--- src/rtl/fetch_stage_if.sv ---
// Fetch-stage signal bundle: control inputs, instruction-memory port and IF/ID outputs.
// The bench drives through "master"; the fetch stage uses "slave".
interface fetch_stage_if;
  logic        start;
  logic        stall;
  logic        branch_taken;
  logic [31:0] branch_target;
  logic [31:0] imem_addr;
  logic [31:0] imem_data;
  logic [31:0] if_id_instr;
  logic [31:0] if_id_pc4;
  logic        if_id_valid;
  logic        busy;
  logic        halted;

  modport master (
    output start, stall, branch_taken, branch_target, imem_data,
    input  imem_addr, if_id_instr, if_id_pc4, if_id_valid, busy, halted
  );

  modport slave (
    input  start, stall, branch_taken, branch_target, imem_data,
    output imem_addr, if_id_instr, if_id_pc4, if_id_valid, busy, halted
  );
endinterface

--- src/rtl/fetch_stage.sv ---
// Instruction-fetch stage: owns the PC, reads a combinational instruction ROM and loads IF/ID.
//   state    | meaning
//   S_IDLE   | after reset, waiting for start; PC parked at RESET_PC
//   S_RUN    | fetching one instruction per cycle
//   S_HALTED | halt word seen; PC frozen until a redirect or a new start
module fetch_stage #(
  parameter logic [31:0] RESET_PC   = 32'h0000_0000,
  parameter logic [31:0] HALT_INSTR = 32'hFFFF_FFFF
) (
  input logic          clk,
  input logic          rst,
  fetch_stage_if.slave bus
);

  typedef enum logic [1:0] {
    S_IDLE   = 2'd0,
    S_RUN    = 2'd1,
    S_HALTED = 2'd2
  } state_t;

  state_t      state, state_nx;
  logic [31:0] pc, pc_nx;
  logic [31:0] instr, instr_nx;
  logic [31:0] pc4, pc4_nx;
  logic        valid, valid_nx;
  logic [31:0] target;

  assign target = {bus.branch_target[31:2], 2'b00};

  always_ff @(posedge clk or posedge rst) begin
    if (rst) begin
      state <= S_IDLE;
      pc    <= RESET_PC;
      instr <= 32'h0;
      pc4   <= 32'h0;
      valid <= 1'b0;
    end else begin
      state <= state_nx;
      pc    <= pc_nx;
      instr <= instr_nx;
      pc4   <= pc4_nx;
      valid <= valid_nx;
    end
  end

  always_comb begin
    state_nx = state;
    pc_nx    = pc;
    instr_nx = instr;
    pc4_nx   = pc4;
    valid_nx = valid;
    case (state)
      S_IDLE: begin
        valid_nx = 1'b0;
        if (bus.start) begin
          state_nx = S_RUN;
          pc_nx    = RESET_PC;
        end
      end
      S_RUN: begin
        // Redirect wins over stall and also squashes a halt word on the wrong path.
        if (bus.branch_taken) begin
          pc_nx    = target;
          valid_nx = 1'b0;
        end else if (bus.stall) begin
          pc_nx = pc;
        end else if (bus.imem_data == HALT_INSTR) begin
          valid_nx = 1'b0;
          state_nx = S_HALTED;
        end else begin
          instr_nx = bus.imem_data;
          pc4_nx   = pc + 32'd4;
          valid_nx = 1'b1;
          pc_nx    = pc + 32'd4;
        end
      end
      S_HALTED: begin
        valid_nx = 1'b0;
        if (bus.branch_taken) begin
          pc_nx    = target;
          state_nx = S_RUN;
        end else if (bus.start) begin
          pc_nx    = RESET_PC;
          state_nx = S_RUN;
        end
      end
      default: begin
        state_nx = S_IDLE;
        pc_nx    = RESET_PC;
        valid_nx = 1'b0;
      end
    endcase
  end

  assign bus.imem_addr   = pc;
  assign bus.if_id_instr = instr;
  assign bus.if_id_pc4   = pc4;
  assign bus.if_id_valid = valid;
  assign bus.busy        = (state == S_RUN);
  assign bus.halted      = (state == S_HALTED);

endmodule

--- src/flat_wrapper.sv ---
// flat-port wrapper written by rule: the top's interface ports become plain ports
module fetch_stage_flat 
#(
  parameter logic [31:0] RESET_PC   = 32'h0000_0000,
  parameter logic [31:0] HALT_INSTR = 32'hFFFF_FFFF
)
  (clk, rst, bus_start, bus_stall, bus_branch_taken, bus_branch_target, bus_imem_data, bus_imem_addr, bus_if_id_instr, bus_if_id_pc4, bus_if_id_valid, bus_busy, bus_halted);
  fetch_stage_if bus_i ();
  input logic clk;
  input logic rst;
  input wire logic [$bits(bus_i.start)-1:0] bus_start;
  input wire logic [$bits(bus_i.stall)-1:0] bus_stall;
  input wire logic [$bits(bus_i.branch_taken)-1:0] bus_branch_taken;
  input wire logic [$bits(bus_i.branch_target)-1:0] bus_branch_target;
  input wire logic [$bits(bus_i.imem_data)-1:0] bus_imem_data;
  output wire logic [$bits(bus_i.imem_addr)-1:0] bus_imem_addr;
  output wire logic [$bits(bus_i.if_id_instr)-1:0] bus_if_id_instr;
  output wire logic [$bits(bus_i.if_id_pc4)-1:0] bus_if_id_pc4;
  output wire logic [$bits(bus_i.if_id_valid)-1:0] bus_if_id_valid;
  output wire logic [$bits(bus_i.busy)-1:0] bus_busy;
  output wire logic [$bits(bus_i.halted)-1:0] bus_halted;
  assign bus_i.start = bus_start;
  assign bus_i.stall = bus_stall;
  assign bus_i.branch_taken = bus_branch_taken;
  assign bus_i.branch_target = bus_branch_target;
  assign bus_i.imem_data = bus_imem_data;
  assign bus_imem_addr = bus_i.imem_addr;
  assign bus_if_id_instr = bus_i.if_id_instr;
  assign bus_if_id_pc4 = bus_i.if_id_pc4;
  assign bus_if_id_valid = bus_i.if_id_valid;
  assign bus_busy = bus_i.busy;
  assign bus_halted = bus_i.halted;
  fetch_stage #(.RESET_PC(RESET_PC), .HALT_INSTR(HALT_INSTR)) u_core (.clk(clk), .rst(rst), .bus(bus_i));
endmodule
--- config.mk ---
export PLATFORM = sky130hd
export DESIGN_NAME = fetch_stage_flat
export DESIGN_NICKNAME = d
export VERILOG_FILES = /design/src/rtl/fetch_stage_if.sv /design/src/rtl/fetch_stage.sv /design/src/flat_wrapper.sv
export SDC_FILE = /design/constraint.sdc
export NUM_CORES = 1
export LEC_CHECK = 0
export ABC_CLOCK_PERIOD_IN_PS = 4150
export CELL_PAD_IN_SITES_DETAIL_PLACEMENT = 0
export CELL_PAD_IN_SITES_GLOBAL_PLACEMENT = 1
export CORE_MARGIN = 2
export CORE_UTILIZATION = 35
export DETAILED_ROUTE_END_ITERATION = 10
export PLACE_DENSITY = 0.85
export SLEW_MARGIN = 25
export SYNTH_ARGS = -nofsm -noshare
export SYNTH_HDL_FRONTEND = slang
export SYNTH_SLANG_ARGS = --single-unit
--- constraint.sdc ---
create_clock -name clk -period 4.15 [get_ports clk]
set_input_delay 0.83 -clock clk [delete_from_list [all_inputs] [get_ports clk]]
set_output_delay 0.83 -clock clk [all_outputs]
set_load 0.05 [all_outputs]
## Word-level counts from Yosys, hierarchy flattened

Cells that the tools add are included.

| word-level totals | value |
|---|---|
| bits of input ports | 69 |
| register bits | 99 |
| word-level logic and storage cells | 37 |
| bits in writable memories | 0 |
| latch bits | 0 |
| ROM bits | 0 |
| memories kept | 0 |
| output and inout port bits | 99 |

| cells by class | value |
|---|---|
| divide/modulo/power cells | 0 |
| add/subtract/negate cells | 1 |
| shift-type cells | 0 |
| $mul | 0 |
| reduce and logical (&&, ||, !) cells | 4 |
| equality and inequality tests | 8 |
| multiplexer cells | 16 |
| order comparisons | 0 |
| bitwise operators | 3 |

Operator list:

| operator | number |
|---|---|
| 2-to-1 mux 32 bit | 5 |
| case mux 32 bit (3 select lines) | 1 |
| adder 32 x 3 -> 32 bit, second input constant | 1 |
| == test 32 bit, second input constant | 1 |
| 2-to-1 mux 2 bit | 5 |
| inequality test 3 bit, second input constant | 2 |
| case mux 2 bit (3 select lines) | 1 |
| 2-to-1 mux 1 bit | 4 |
| inequality test 2 bit, second input constant | 2 |
| AND reduction 4 bit | 1 |
| inverter 1 bit | 3 |
| AND reduction 3 bit | 1 |
| == test 2 x 1 -> 1 bit, second input constant | 1 |
| == test 2 bit, second input constant | 1 |
| logical NOT 2 bit | 1 |
| inequality test 2 x 1 -> 1 bit, second input constant | 1 |
| AND reduction 2 bit | 1 |

## Logic depth before layout (Yosys ltp)

Gate-level depths: netlist of the first run.

| logic depth | value |
|---|---|
| word-level depth | 5 |
| gate-level depth with buffers | 11 |
| depth with buffers taken out | 8 |

## Worst setup path before layout of the first run

Ideal clock, no wire load.

| timing | value |
|---|---|
| path type | reg2reg |
| from | reg u_core.pc[2] (netlist: u_core.bus.imem_addr[2]) |
| to | reg u_core.pc[26] (netlist: u_core.bus.imem_addr[26]) |
| arrival | 2450 ps |
| data required time | 4028 ps |
| setup slack | 1579 ps |
| clock period less this slack | 2571 ps |
| buffers on the path | 0 |
| stages on the path, launching flop included | 8 |
| setup time | 122 ps |
| cell sequence | dfrtp_1 -> ha_1 -> nand4_1 -> nor4_4 -> nand3_1 -> nor4b_1 -> a21oi_1 -> a32o_1 |

| between the ends | value |
|---|---|
| cells in the longest elaborated chain, start to end | 5 |

Ends and longest elaborated chain:

| what | RTL line | text |
|---|---|---|
| start: declaration | fetch_stage.sv:22 | `logic [31:0] pc, pc_nx;` |
| start signal: assignment | fetch_stage.sv:39 | `pc <= pc_nx;` |
| adder 32 x 3 -> 32 bit | fetch_stage.sv:74 | `pc_nx = pc + 32'd4;` |
| 2-to-1 mux 32 bit | fetch_stage.sv:67 | `end else if (bus.imem_data == HALT_INSTR) begin` |
| 2-to-1 mux 32 bit | fetch_stage.sv:65 | `end else if (bus.stall) begin` |
| 2-to-1 mux 32 bit | fetch_stage.sv:62 | `if (bus.branch_taken) begin` |
| case mux 32 bit (3 select lines) | fetch_stage.sv:52 | `case (state)` |

No other way between the ends. The select of a mux whose other input is x is not followed.
A chain may end at the register's enable or synchronous reset.

## Worst setup path after layout of the first run

| timing | value |
|---|---|
| from | reg u_core.state[1] |
| to | out bus_busy |

| between the ends | value |
|---|---|
| cells in the longest elaborated chain, start to end | 1 |

Ends and longest elaborated chain:

| what | RTL line | text |
|---|---|---|
| start: declaration | fetch_stage.sv:21 | `state_t state, state_nx;` |
| start signal: assignment | fetch_stage.sv:38 | `state <= state_nx;` |
| == test 2 x 1 -> 1 bit | fetch_stage.sv:99 | `assign bus.busy = (state == S_RUN);` |
| end: declaration | flat_wrapper.sv:20 | `output wire logic [$bits(bus_i.busy)-1:0] bus_busy;` |

No other way between the ends.

==> results of run 1 <==
==> final timing paths <==
path                                           startpoint                         end  slack (ps)  cells after the start
worst max-delay path                      u_core.state[1]                    bus_busy         940                      4
max in group asynchronous                             rst    u_core.bus.imem_addr[18]        2330                      3
worst max register to register    u_core.bus.imem_addr[2]    u_core.bus.imem_addr[30]        1350                      7
worst min register to register  u_core.bus.if_id_instr[0]   u_core.bus.if_id_instr[0]         510                      1
min in group asynchronous                             rst  u_core.bus.if_id_instr[12]        1020                      2
worst min-delay path            u_core.bus.if_id_instr[0]   u_core.bus.if_id_instr[0]         510                      1
==> Yosys cell counts, types with 6 or more instances <==
master	n	area (sq um)
dfrtp_1	99	2480
nand2b_1	7	43.8
xnor2_1	13	114
inv_1	10	37.5
mux2_2	35	394
nor3_1	6	30.0
o31ai_1	8	60.1
buf_2	8	40.0
nor2_1	54	203
nand2_1	39	146
o21ai_0	26	130
buf_1	6	22.5
a22o_1	12	105
a21oi_1	42	210
nand3_1	19	95.1
nand4_1	17	106
xor2_1	15	131
clkbuf_1	22	82.6
a32o_1	8	80.1
==> power by group through the flow <==
stage	logic, mW	clock network (mW)	registers [mW]
after global routing	1.27	1.04	1.29
after detailed placement	1.21	0	1.28
final	1.21	0.972	1.26
after CTS	1.21	0.992	1.26
after global placement	1.20	0	1.27
after floorplan	0.295	0	1.73
==> state kept, by name, summed over array words and instances, names as in the netlist <==
signal / cells
u_core.bus.if_id_instr: 32
u_core.bus.if_id_pc4: 32
u_core.bus.imem_addr: 32
u_core.state: 2
u_core.bus.if_id_valid: 1
==> metrics by stage <==
| step | total power, mW | cells |
|---|---|---|
| after floorplan | 2.02 | 519 |
| after global placement | 2.46 | 839 |
| after detailed placement | 2.49 | 839 |
| after CTS | 3.47 | 855 |
| after global routing | 3.59 | 856 |
| final | 3.44 | 856 |
==> cells by family after synthesis <==
kind of cell	after synthesis
compound gates	135
xor+xnor	28
mux	38
simple gates	171
fa+ha+maj	1
buf+inv	47
flops	99
==> per-layer routing <==
metal | vias to the layer above | GRT usage (%)
met5 | - | 0
met4 | 0 | 6.67
met3 | 21 | 7.27
met2 | 227 | 32.3
met1 | 2304 | 27.0
li1 | 2185 | -
==> final cells by class <==
type	instances	area [sq um]
fillers	1317	7110
flip-flops and latches	99	2480
well taps	184	230
clock buffers	10	229
clock inverters	6	113
multi-input cells	373	2480
repair buffers	174	1740
inverters	10	40.0
==> impl_summary.log, run 1 <==
INFO  metric synth_fa_ha_area_share = less than 1%
INFO  metric crit_end_category = primary output
INFO  metric run_status = finished clean
INFO  metric criticalPathCategory = register to primary output
INFO  metric final_util = 50.7%
INFO  metric setup_viol = 0
INFO  metric cts_root_buffer = clkbuf_16
INFO  metric synth_enable_flop_cells = 0
INFO  metric slew_violations = 0
INFO  metric fp.dieH = 125 um
INFO  metric power.density_cell_area = between 400 and 500 mW/mm^2
INFO  metric cts_tree = built
INFO  metric fin_setup_tns = 0 ps
INFO  metric drtAntennaViolNets = 0
INFO  metric timing.final.hold_violations = 0
INFO  metric globalplace.congestion = 0.887
INFO  metric globalRouteOverflowTotal = 0
INFO  metric die_width = roughly 130 um
INFO  metric critPathRequiredTime = between 3000 and 4000 ps
INFO  metric tritoncts.num_buffers = 9
INFO  metric detailedRoute.firstIterationViolations = around 340
INFO  metric maximum_number_of_pins_on_one_net_before_global_route_repair = between 90 and 100
INFO  metric cts_hold_buffers = 0
INFO  metric post_dp_cell_area = approximately 0.0069 sq mm
INFO  metric holdWs = 512 ps
INFO  metric timing_worst_slew_pin_value = about 960 ps
INFO  metric route.met2.wl = 7390 um
INFO  metric number_of_antenna_violations_at_the_first_check_in_global_routing = 0
INFO  metric final_net_count = roughly 740
INFO  metric synth_sequential_area_ratio = roughly 48%
INFO  metric finClkSkew = approximately 7 ps
INFO  metric crit_path_frequent_cell = inv_1
INFO  metric grtUsageTotal = between 20% and 30%
INFO  metric place_ws = roughly 640 ps
INFO  metric cts_max_level = 3
INFO  metric met3RoutedLength = between 1500 and 2000 um
INFO  metric drt-vias-per-instance = between 5 and 6
INFO  metric top_ff_cell_synth = dfrtp_1
INFO  metric async_reset_ff_share = 100%
INFO  metric clk_latency = approximately 350 ps
INFO  metric synth.net_count = 589
INFO  metric hpwl_reported_at_the_end_of_detailed_placement = about 12,000 um
INFO  metric synth-xor-area-share = roughly 4.8%
INFO  metric drt_drc_violations_left = 0
INFO  metric layout_setup_ws = 944 ps
INFO  metric power_report.internal_total = approximately 2.1 mW
INFO  metric synth_top_family_by_area = compound AO/OA/AOI/OAI gates
INFO  metric floorplan.io_pins = 168
INFO  metric grt_setup_unrepaired = no
INFO  metric grt_pass1_vias = approximately 4,700
INFO  metric synth_cell_type_count = between 50 and 60
INFO  metric route.final.wire_length = roughly 16,000 um
INFO  metric power.static_leakage = between 2 and 3 nW
INFO  metric syn_inst = between 500 and 600
INFO  metric detailed_routing_wirelength_on_met1 = between 6000 and 7000 um
INFO  metric drive_gt1_share = around 11%
INFO  metric combinationalPowerShare = 35.1%
INFO  metric cts_setup_buffers = 0
INFO  metric reg_clk_slew_reported_paths = about 70 ps
INFO  metric number_of_antenna_diodes = 0
INFO  metric detail_route.wl_per_cell = about 19 um
INFO  metric relSlewSlack = 36.1%
INFO  metric layout.cell_area.non_filler = roughly 0.0073 sq mm
INFO  metric critical_path_peak_fanout = 11
INFO  metric area_growth = 42.4%
INFO  metric critPathBufInv = 3
INFO  metric final_cell_mix = 165 x clkdlybuf4s50_1, 99 x dfrtp_1, 54 x nor2_1
INFO  metric timing.critical_path.from_type = register
INFO  metric dr.pass1.iters = 5
INFO  metric synth_area = ~0.0051 sq mm
INFO  metric highest_layer = met4
INFO  metric io_buffer_count = ~170
INFO  metric cts_resized = 0
INFO  metric std_cell_rows = 44
INFO  metric total_die_area = between 0.015 and 0.02 sq mm
INFO  metric hp-class = register to register
INFO  metric synthSimpleGateAreaFrac = around 17%
INFO  metric synth-seq-cells = 99
INFO  metric synthesis.area_per_instance = 9.89 sq um
INFO  metric finalWorstPathRequiredPeriod = between 3000 and 4000 ps
INFO  metric cts_sinks = just under 100
INFO  metric switching_power = 1.30 mW
INFO  metric floorplan.core_area = approximately 0.014 sq mm
INFO  metric route.vias.total = about 4,700
INFO  metric worst_ep_arrival_time = around 2400 ps
INFO  metric power.share.sequential = between 30% and 40%
INFO  metric synth.area.mux_share = ~8.3%
INFO  metric max-vdd-ir-drop = roughly 0.26 mV
INFO  metric wire_length_of_the_first_global_routing_pass = between 20,000 and 30,000 um
INFO  metric cp_slowest_cell = clkdlybuf4s50_1
INFO  metric worstPathCellList = inv_1 > nand2_1 > inv_1 > clkdlybuf4s50_1
INFO  metric starting_density_of_the_core = a little over a third
INFO  metric fin_crit_sh = between 70% and 80%
INFO  metric synth_compound_area_share = 17.4%
INFO  metric maxCapViolations = 0
INFO  metric clock.fmax = a little over 0.3 GHz
INFO  metric cts_max_path_buffers = 2
INFO  metric yosysWarningCount = 0
INFO  metric slowest_delay = 920 ps
INFO  metric clockPowerShare = roughly 28%
INFO  metric layout.cells.most_common = clkdlybuf4s50_1
INFO  metric worst_path_dominant_cell_family = buffers and inverters
INFO  metric sw_frac_of_total = between 30% and 40%
Note: power is estimated with default switching activity, not from simulation.
==> run 2: changes to the inputs <==
--- a/config.mk
+++ b/config.mk
@@ -5,7 +5,7 @@
 export SDC_FILE = /design/constraint.sdc
 export NUM_CORES = 1
 export LEC_CHECK = 0
-export ABC_CLOCK_PERIOD_IN_PS = 4150
+export ABC_CLOCK_PERIOD_IN_PS = 3100
 export CELL_PAD_IN_SITES_DETAIL_PLACEMENT = 0
 export CELL_PAD_IN_SITES_GLOBAL_PLACEMENT = 1
 export CORE_MARGIN = 2
==> constraint.sdc (replaced) <==
create_clock -name clk -period 3.1 [get_ports clk]
set_input_delay 0.62 -clock clk [delete_from_list [all_inputs] [get_ports clk]]
set_output_delay 0.62 -clock clk [all_outputs]
set_load 0.05 [all_outputs]
==> run 2 against run 1 <==
Global-route usage is 0.19 points lower; core utilization increased by 0.46 points; die area stayed put; clock power up 16%; wire length down 1.0%; first-iteration DRC count decreased by 33%; critical path type unchanged; largest cell class unchanged.
==> impl_summary.log, run 2 (synthesis gave the netlist of run 1 again) <==
INFO  metric final_net_count = 751 (+1.9%)
INFO  metric timing_worst_slew_pin_value = 819 ps (-140 ps)
INFO  metric reg_clk_slew_reported_paths = 60 ps (about the same)
INFO  metric layout.filler_cells = 1,326 (+0.68%)
INFO  metric max-vdd-ir-drop = 0.374 mV (+43%)
INFO  metric finClkSkew = 12.4 ps (+5.29 ps)
INFO  metric clk_latency = 350 ps (about the same)
INFO  metric final_util = 51.2% (+0.46 points)
INFO  metric drive_gt1_share = 12.4% (+1.6 points)
INFO  metric grtUsageTotal = 20.5% (-0.19 points)
INFO  metric hpwl_reported_at_the_end_of_detailed_placement = 11,800 um (+1.9%)
INFO  metric floorplan.io_pins = 168 (unchanged)
INFO  metric layout.cells.most_common = clkdlybuf4s50_1
INFO  metric route.final.wire_length = 15,900 um (-1.0%)
INFO  metric power.density_cell_area = 603 mW/mm^2 (+28%)
INFO  metric grt_setup_unrepaired = no
INFO  metric cts_root_buffer = clkbuf_16
INFO  metric io_buffer_count = 165 (unchanged)
INFO  metric timing.critical_path.from_type = register
INFO  metric worstRegToRegCells = 6 (-1)
INFO  metric route.vias.total = 4,759 (+0.46%)
INFO  metric globalRouteOverflowTotal = 0 (unchanged)
INFO  metric worst_r2r_startpoint = u_core.state[1]
INFO  metric globalplace.congestion = 0.890 (+0.29%)
INFO  metric detailedRoute.firstIterationViolations = 226 (-33%)
INFO  metric run_status = finished clean
INFO  metric detail_route.wl_per_cell = 18.4 um (-2.3%)
INFO  metric critical_path_peak_fanout = 8 (-3)
INFO  metric finalWorstPathRequiredPeriod = 2820 ps
INFO  metric maxCapViolations = 0 (unchanged)
INFO  metric cts_sinks = 99 (unchanged)
INFO  metric cts_setup_buffers = 0 (unchanged)
INFO  metric cts_max_level = 3 (unchanged)
INFO  metric grt_pass1_vias = 4,751 (+1.1%)
INFO  metric critPathRequiredTime = 2480 ps (-840 ps)
INFO  metric drt_drc_violations_left = 0 (unchanged)
INFO  metric wire_length_of_the_first_global_routing_pass = 25,700 um (about the same)
INFO  metric tritoncts.num_buffers = 9 (unchanged)
INFO  metric number_of_antenna_diodes = 0 (unchanged)
INFO  metric fin_setup_tns = 0 ps (unchanged)
INFO  metric worst_ep_arrival_time = 2200 ps (-180 ps)
INFO  metric cts_hold_buffers = 0 (unchanged)
INFO  metric layout_setup_ws = 283 ps (-661 ps)
INFO  metric fin_crit_sh = between 90% and 100%
INFO  metric place_ws = -47.4 ps (-683 ps)
INFO  metric drtAntennaViolNets = 0 (unchanged)
INFO  metric timing.reg2reg.setup_slack = 470 ps (-880 ps)
INFO  metric number_of_antenna_violations_at_the_first_check_in_global_routing = 0 (unchanged)
INFO  metric std_cell_rows = 44 (unchanged)
INFO  metric min-delay-start = u_core.bus.if_id_instr[7]
INFO  metric cts_resized = 0 (unchanged)
INFO  metric drt-vias-per-instance = 5.49 (-0.81%)
INFO  metric floorplan.core_area = 0.0144 sq mm (unchanged)
INFO  metric slew_violations = 0 (unchanged)
INFO  metric dr.pass1.iters = 5 (unchanged)
INFO  metric timing.final.hold_violations = 0 (unchanged)
INFO  metric starting_density_of_the_core = 35.6% (unchanged)
INFO  metric whs_endpoint = u_core.bus.if_id_instr[7]
INFO  metric cts_tree = built
INFO  metric r2r_end = u_core.bus.imem_addr[19]
INFO  metric clock.fmax = between 0.3 and 0.4 GHz
INFO  metric cts_max_path_buffers = 2 (unchanged)
INFO  metric fp.dieH = 125 um (unchanged)
INFO  metric hp-class = register to register
INFO  metric area_growth = 43.7%
INFO  metric crit_end_category = primary output
INFO  metric maximum_number_of_pins_on_one_net_before_global_route_repair = 93 (unchanged)
INFO  metric power.static_leakage = 2.90 nW (+1.5%)
INFO  metric setup_viol = 0 (unchanged)
INFO  metric die_width = 125 um (unchanged)
INFO  metric relSlewSlack = 45.0% (+8.9 points)
INFO  metric total_die_area = 0.0157 sq mm (unchanged)
INFO  metric criticalPathCategory = register to primary output
INFO  metric worstHoldPathCells = 1 (unchanged)
INFO  metric final_cell_mix = 164 x clkdlybuf4s50_1, 99 x dfrtp_1, 54 x nor2_1
run 2: metrics by stage:
stage | power [mW] | area [sq um] | cells | hold WS, ps
after detailed placement | 3.34 | 7070 | 853 | 495
after floorplan | 2.71 | 5140 | 519 | 639
after CTS | 4.49 | 7360 | 866 | 510
after global routing | 4.64 | 7380 | 867 | 522
final | 4.45 | 7380 | 867 | 508
after global placement | 3.32 | 7070 | 853 | 489
run 2: final cells by class:
| cell class | instances | area [sq um] | area share [%] |
|---|---|---|---|
| Tap cell | 184 | 230 | 3.12 |
| Sequential cell | 99 | 2480 | 33.6 |
| Timing Repair Buffer | 188 | 1860 | 25.2 |
| Inverter | 10 | 41.3 | 0.560 |
| Multi-Input combinational cell | 373 | 2480 | 33.6 |
| Clock inverter | 2 | 37.5 | 0.509 |
| Clock buffer | 11 | 253 | 3.43 |
run 2: worst max path at each step:
stage	start	end	slack (ps)	cells past startpoint
final	u_core.state[0]	bus_halted	280	4
after global routing	bus_imem_data[10]	u_core.bus.imem_addr[6]	130	10
after CTS	u_core.state[0]	bus_halted	290	4
after detailed placement	bus_imem_data[10]	u_core.bus.imem_addr[9]	-50	10
after global placement	bus_imem_data[10]	u_core.bus.imem_addr[6]	50	10
after floorplan	u_core.bus.imem_addr[2]	u_core.bus.imem_addr[26]	530	7
run 2: power breakdown:
group          total (mW)  internal [mW]  switching, mW
logic                1.63          0.606           1.03
registers            1.69           1.48          0.204
clock network        1.13          0.656          0.476
run 2: critical path, cell delays in order (launching register included):
cell and delay (ps):
dfrtp_1 470, inv_1 180, nand2_1 170, inv_1 190, clkdlybuf4s50_1 840
run 2: routing by layer:
metal | global-route usage, % | vias up | share of wire, %
met5 | 0 | - | 0
met4 | 7.12 | 0 | 2.0
met2 | 32.4 | 217 | 46
met3 | 6.42 | 25 | 9.5
met1 | 26.7 | 2299 | 43
li1 | - | 2218 | -
